`src/rtl/clock_enable_gen.sv`:
```
// Multi-channel clock-enable generator: per-channel run-time divisors, 1-cycle tick strobes and square waves.
// Optional macro CLKEN_RESYNC_EN adds a resync input that zeroes every channel's phase in one cycle.
module clock_enable_gen #(
  parameter int NUM_CH = 3,
  parameter int DIV_W  = 25,
  parameter logic [NUM_CH*DIV_W-1:0] DIV_INIT = {25'd8388608, 25'd262144, 25'd4}
) (
  input  logic              clk,
  input  logic              reset_n,
  input  logic              en,
`ifdef CLKEN_RESYNC_EN
  input  logic              resync,
`endif
  input  logic              cfg_valid,
  output logic              cfg_ready,
  input  logic [3:0]        cfg_ch,
  input  logic [DIV_W-1:0]  cfg_div,
  input  logic              cfg_imm,
  output logic              cfg_err,
  output logic [NUM_CH-1:0] tick_o,
  output logic [NUM_CH-1:0] sq_o
);

  localparam logic [4:0] NUM_CH_L = 5'(NUM_CH);

  // Config handshake: a transfer happens on a cycle with cfg_valid && cfg_ready;
  // cfg_valid may be held until it is taken, and cfg_ready is low only while the slot is occupied.
  logic             pending;
  logic [3:0]       slot_ch;
  logic [DIV_W-1:0] slot_div;

  logic [DIV_W-1:0] cnt     [NUM_CH];
  logic [DIV_W-1:0] div     [NUM_CH];
  logic [DIV_W-1:0] cnt_nxt [NUM_CH];
  logic [DIV_W-1:0] div_nxt [NUM_CH];
  logic [DIV_W-1:0] half    [NUM_CH];

  logic [NUM_CH-1:0] imm_hit, wrap, slot_hit, apply, clr, tick_nxt, sq_nxt;
  logic xfer, bad_ch, def_load, pend_nxt, resync_i;

  function automatic logic [DIV_W-1:0] fix_div(input logic [DIV_W-1:0] d);
    return (d == '0) ? DIV_W'(1) : d;
  endfunction

`ifdef CLKEN_RESYNC_EN
  assign resync_i = resync;
`else
  assign resync_i = 1'b0;
`endif

  assign cfg_ready = !pending;
  assign xfer      = cfg_valid && cfg_ready;
  assign bad_ch    = {1'b0, cfg_ch} >= NUM_CH_L;
  assign def_load  = xfer && !cfg_imm && !bad_ch;

  always_comb begin
    pend_nxt = pending;
    for (int i = 0; i < NUM_CH; i++) begin
      imm_hit[i]  = xfer && cfg_imm && !bad_ch && (cfg_ch == i[3:0]);
      wrap[i]     = en && (cnt[i] == div[i] - DIV_W'(1));
      slot_hit[i] = pending && (slot_ch == i[3:0]);
      apply[i]    = slot_hit[i] && wrap[i];
      clr[i]      = imm_hit[i] || resync_i;
      half[i]     = (div[i] >> 1) + {{(DIV_W-1){1'b0}}, div[i][0]};

      if (clr[i])       cnt_nxt[i] = '0;
      else if (wrap[i]) cnt_nxt[i] = '0;
      else if (en)      cnt_nxt[i] = cnt[i] + DIV_W'(1);
      else              cnt_nxt[i] = cnt[i];

      // An immediate load overrides a deferred value that happens to land on the same edge.
      if (imm_hit[i])     div_nxt[i] = fix_div(cfg_div);
      else if (apply[i])  div_nxt[i] = slot_div;
      else                div_nxt[i] = div[i];

      tick_nxt[i] = !clr[i] && wrap[i];
      if (clr[i])      sq_nxt[i] = 1'b0;
      else if (en)     sq_nxt[i] = (cnt_nxt[i] >= half[i]);
      else             sq_nxt[i] = sq_o[i];
    end
    if (|apply || |(slot_hit & imm_hit)) pend_nxt = 1'b0;
    if (def_load)                        pend_nxt = 1'b1;
  end

  always_ff @(posedge clk or negedge reset_n) begin
    if (!reset_n) begin
      for (int i = 0; i < NUM_CH; i++) begin
        cnt[i] <= '0;
        div[i] <= fix_div(DIV_INIT[i*DIV_W +: DIV_W]);
      end
      tick_o   <= '0;
      sq_o     <= '0;
      pending  <= 1'b0;
      slot_ch  <= '0;
      slot_div <= DIV_W'(1);
      cfg_err  <= 1'b0;
    end else begin
      for (int i = 0; i < NUM_CH; i++) begin
        cnt[i] <= cnt_nxt[i];
        div[i] <= div_nxt[i];
      end
      tick_o  <= tick_nxt;
      sq_o    <= sq_nxt;
      pending <= pend_nxt;
      if (def_load) begin
        slot_ch  <= cfg_ch;
        slot_div <= fix_div(cfg_div);
      end
      if (xfer && bad_ch) cfg_err <= 1'b1;
    end
  end

endmodule
```
`config.mk`:
```
export PLATFORM = sky130hd
export DESIGN_NAME = clock_enable_gen
export DESIGN_NICKNAME = d
export VERILOG_FILES = /design/src/rtl/clock_enable_gen.sv
export SDC_FILE = /design/constraint.sdc
export NUM_CORES = 1
export LEC_CHECK = 0
export BUFFER_PORTS_ARGS = -buffer_cell sky130_fd_sc_hd__clkbuf_2
export CELL_PAD_IN_SITES_DETAIL_PLACEMENT = 2
export CELL_PAD_IN_SITES_GLOBAL_PLACEMENT = 2
export CORE_UTILIZATION = 40
export CTS_CLUSTER_SIZE = 8
export DETAILED_ROUTE_END_ITERATION = 10
export PLACE_DENSITY_LB_ADDON = 0.12
export RECOVER_POWER = 100
export SETUP_SLACK_MARGIN = 0.4
export SLEW_MARGIN = 10
export SYNTH_ARGS = -nofsm -noshare
export SYNTH_HDL_FRONTEND = slang
export SYNTH_SLANG_ARGS = --single-unit
```
`constraint.sdc`:
```
create_clock -name clk -period 5.3 [get_ports clk]
set_input_delay 1.06 -clock clk [delete_from_list [all_inputs] [get_ports clk]]
set_output_delay 1.06 -clock clk [all_outputs]
set_load 0.1 [all_outputs]
```
# ---- Word level (Yosys, flattened, before mapping)
# Cells that the tools add are included.
dict set report word_totals {
  input_bits 34
  register_bits 187
  word_cells 99
  output_inout_bits 8
}
dict set report classes {
  magnitude_cmp 4
  n_reduce_logical 40
  eq_ne 7
  muxes 24
  addsub 9
  bitwise_logic 1
}
# operator n
set op_table {}
lappend op_table {{25-bit two-way mux} 16}
lappend op_table {{24-bit by 1-bit adder with 25-bit output} 3}
lappend op_table {{25-bit by 1-bit adder with 25-bit output (second input constant)} 3}
lappend op_table {{25-bit == test} 3}
lappend op_table {{25-bit greater-or-equal comparator} 3}
lappend op_table {{25-bit by 1-bit subtractor with 25-bit output (second input constant)} 3}
lappend op_table {{25-bit zero test} 1}
lappend op_table {{1-bit logical AND} 21}
lappend op_table {{2-bit nonzero test} 7}
lappend op_table {{4-bit by 1-bit == test with 1-bit output (second input constant)} 2}
lappend op_table {{4-bit by 2-bit == test with 1-bit output (second input constant)} 2}
lappend op_table {{4-bit zero test} 2}
lappend op_table {{1-bit two-way mux} 8}
lappend op_table {{1-bit zero test} 6}
lappend op_table {{3-bit OR reduction} 2}
lappend op_table {{4-bit by 2-bit greater-or-equal comparator with 1-bit output (second input constant)} 1}
lappend op_table {{3-bit AND} 1}
lappend op_table {{1-bit logical OR} 1}

# ---- Depth between registers and ports, before layout
dict set report logic_depth {
  depth_word 10
  ltp_mapped 22
  mapped_depth_nobuf 19
}

# ---- Worst setup path after synthesis
# OpenSTA, ideal clock, no wires.
dict set report synth_path {
  kind {reg2reg}
  startpoint {register div[62] (netlist name)}
  endpoint {register sq_o[0]}
  setup_slack_ns 0.818
  synth_period_minus_slack_ns 4.482
  required_time_ns 5.176
  n_path_buf 3
  setup_time_ns 0.124
  arrival_time_ns 4.357
  path_stages_with_launch 21
  path_cell_list {dfrtp_1 buf_2 or4_1 or2_1 clkbuf_1 or4_1 a222oi_1 nand4_1 or4_4 nand2_4 buf_6 nor2_1 ha_1 a21o_1 a21o_1 a21oi_1 nor2_1 a211oi_1 o21ai_0 nor3_1 a21oi_1}
}
# item line_no
set synth_rtl {}
lappend synth_rtl {{start: declaration} 33} ;# logic [DIV_W-1:0] div [NUM_CH];
lappend synth_rtl {{start signal: indexed assignment} 89} ;# div[i] <= fix_div(DIV_INIT[i*DIV_W +: DIV_W]);
lappend synth_rtl {{start signal: indexed assignment} 100} ;# div[i] <= div_nxt[i];
lappend synth_rtl {{end signal: assignment} 103} ;# sq_o <= sq_nxt;
lappend synth_rtl {{end: declaration} 21} ;# output logic [NUM_CH-1:0] sq_o

==> reports/results.ini <==
[sta]
fmax_ghz = 0.207
hold_violations = 0
drv_slew = 120
relSlewSlack_pct = -67.0
finalWorstPathRequiredPeriod_ns = 4.84
finalCritPeriodShare_pct = 91.2
rsz0062_at_grt = false
setup_slack_ns = 0.465
setup_violations = 0
worst_slew_pin_slew_ns = 2.51
clock_skew_ns = 0.0125

[worst_hold_path]
holdCritPathClass = reg2reg
hp-start = cfg_err
min_path_cells = 1
whs_endpoint = cfg_err

[finish]
final_nets = 1885
design_area_um2 = 16400
drive_gt1_share_pct = 11.9
area_growth_syn_to_layout_pct = 9.50
antenna_cells = 0

[cts]
htreeDepth = 4
clockBufferDepth = 2
clkTransAtPathRegs_ns = 0.08
clock_sinks = 187
root_buffer = clkbuf_16
cts_made_buffers = 17
cts_tree = built
insertion_delay_ns = 0.46

[global_route]
grt_max_degree = 91
grt_first_pass_wirelength_um = 90000
grt.total_usage_pct = 30.5
grt_antenna_before_repair = 0
grt-ovfl-total = 0
grt_pass1_vias = 15220

[setup_path]
cp-end-kind = flip-flop
cp.arrival_ns = 5.18
regToRegSetupSlack_ns = 0.46
start_kind = flip-flop
r2r_cells = 20
crit_fanout = 17
r2r-start = div[0]
crit_required_ns = 5.65
r2r_end = sq_o[2]
path_class = reg2reg

[power_and_ir_drop]
peakVddDrop_mv = 0.239
power_density_nw_per_um2 = 384
cellLeakagePower_nw = 7.13

[synth]
ys.warnings.count = 0
synth_nets = 1896
synth_top_area_share_pct = 30.6
seq_area_frac_synth_pct = 31.3
syn_area_um2 = 15000
synth-seq-cells = 187
ys_types = 81
avgSynthCellArea_um2 = 8.43
synth_flop_cell = dfrtp_1
netlist_instances = 1775
synth_edf_count = 0
synth_area_leaders = dfrtp_1, ha_1, xnor2_1
async_flop_share_pct = 100
yosys.area.top_type = dfrtp_1

[routing]
drt_wl_total_um = 57000
drcViolationCount = 0
viasPerCell = 6.21
final_antenna_net_count = 0
firstDrtPassIters = 5
routedWlPerCell_um = 25.4
num_vias = 13950
drt_iter0_drc = 673

[die]
start_util_pct = 40.8
fp.dieH_um = 195
dieArea_um2 = 38200
dieWidth_um = 195
core_um2 = 36700
ioPinCount = 42
row_count = 70

[placed_design]
place_ws_ns = -0.0503
routabilityCongestion = 0.905
port_buffers = 41
placed_cell_area_um2 = 15600
hpwl_um = 43600

[status]
failed_checks = max-capacitance violations, max-slew violations
status = complete, but fails checks

[job]
drv_cap = 2

==> area by class of cell <==
| type | count | area, um^2 |
|---|---|---|
| Clock buffer | 21 | 460 |
| Clock inverter | 11 | 134 |
| Fill cell | 4055 | 20300 |
| Inverter | 37 | 139 |
| Multi-Input combinational cell | 1418 | 9690 |
| Sequential cell | 187 | 4700 |
| Tap cell | 468 | 586 |
| Timing Repair Buffer | 103 | 678 |
==> synth_stat cells (44+ instances only) <==
| library cell | count |
|---|---|
| o21ai_0 | 62 |
| dfrtp_1 | 183 |
| nor2_1 | 197 |
| a21oi_1 | 44 |
| nand2_1 | 130 |
| ha_1 | 87 |
| xor2_1 | 107 |
| and3_1 | 62 |
| clkbuf_1 | 103 |
| nand3_1 | 127 |
| xnor2_1 | 113 |
| nand4_1 | 68 |
==> worst max-delay path by stage <==
stage                  from       to  slack, ns  cells after the start
finish               div[0]  sq_o[2]       0.46                     20
floorplan           div[62]  sq_o[0]       0.82                     20
detailed placement       en  sq_o[2]      -0.05                     18
global route         div[0]  sq_o[2]       0.21                     21
CTS                  div[6]  sq_o[2]       0.36                     18
global placement         en  sq_o[2]       0.21                     18
==> where the power goes <==
part,total (W),internal [W],switching [W]
logic,0.00267,0.00110,0.00157
clock network,0.00138,0.000729,0.000649
registers,0.00225,0.00171,0.000541
==> per-layer routing <==
| layer | global-route usage, % | part of all wire (%) | vias up | routed length [um] |
|---|---|---|---|---|
| met1 | 39.4 | 45 | 7250 | 25600 |
| met3 | 4.84 | 3.4 | 93 | 1940 |
| met5 | 0 | 0 | - | 0 |
| met4 | 12.4 | 3.8 | 0 | 2170 |
| li1 | - | - | 6348 | - |
| met2 | 50.7 | 48 | 259 | 27300 |
==> cells by family after synthesis <==
family          share of synthesized area (%)
fa+ha+maj                                7.34
xor+xnor                                 13.0
compound gates                           12.2
buf+inv                                  4.76
flops                                    31.3
mux                                      2.37
simple gates                             29.0
==> worst max-delay path: stages (launching register included) <==
cell	delay (ns)
dfrtp_2	0.47
inv_1	0.08
ha_1	0.17
nor3b_2	0.20
buf_4	0.20
nand2_1	0.12
nor4b_1	0.42
o22ai_1	0.13
nor4_1	0.42
and4_1	0.28
a21o_1	0.15
buf_6	0.19
nor2_1	0.09
ha_1	0.31
a21o_1	0.16
a21oi_1	0.18
o21ai_0	0.10
o21ai_0	0.43
a31oi_1	0.24
o21ai_0	0.26
a21oi_1	0.09
==> flip-flops by register name, indices dropped and copies added, names as in the netlist <==
name	flops
cfg_err	1
cnt	75
div	75
pending	1
slot_ch	4
slot_div	25
sq_o	3
tick_o	3
==> placed cells by master (no fill, tap or decap), types with 6 or more instances in the layout <==
cell       Yosys  final
nor2_1       197    196
dfrtp_1      183    172
nand2_1      130    129
nand3_1      127    127
xnor2_1      113    113
xor2_1       107    107
ha_1          87     87
nand4_1       68     68
and3_1        62     61
o21ai_0       62     59
buf_4          1     53
a21oi_1       44     44
inv_1         37     37
nor3_1        40     35
clkbuf_2       0     35
mux2_2        27     27
a211o_1       27     27
nand3b_1      23     23
nor4_1        25     21
a31oi_1       20     20
or3_1         21     20
a21o_1        19     19
nor2b_1       18     18
clkbuf_16      0     18
and4_1        14     14
a41oi_1       13     13
clkbuf_1     103     13
or4_1         13     11
o21a_1        11     11
dfrtp_2        0     11
nand2b_1       9      9
or2_2          8      8
nand4b_1       8      8
o211ai_1       8      8
nor3_2         2      7
a211oi_1       7      7
and2_1         7      6
==> through the flow <==
step	cells	TNS [ns]	hold WS (ns)	util, %	total power (W)
after floorplan	1775	0	0.476	-	0.00387
after global placement	2206	0	0.463	42.6	0.00469
after detailed placement	2206	-0.0503	0.511	42.6	0.00483
after CTS	2239	0	0.528	44.3	0.00627
after global routing	2245	0	0.541	44.6	0.00668
final	2245	0	0.519	44.6	0.00630
==> what timing repair did <==
item / in CTS / in global routing
pin swaps: 0 / 11
setup buffers: 1 / 5
gates resized for setup: 9 / 44
hold buffers: 0 / 0
setup endpoints to repair: 3 / 3
cloned: 0 / 1
No activity file was read; power rests on OpenSTA's default activity.
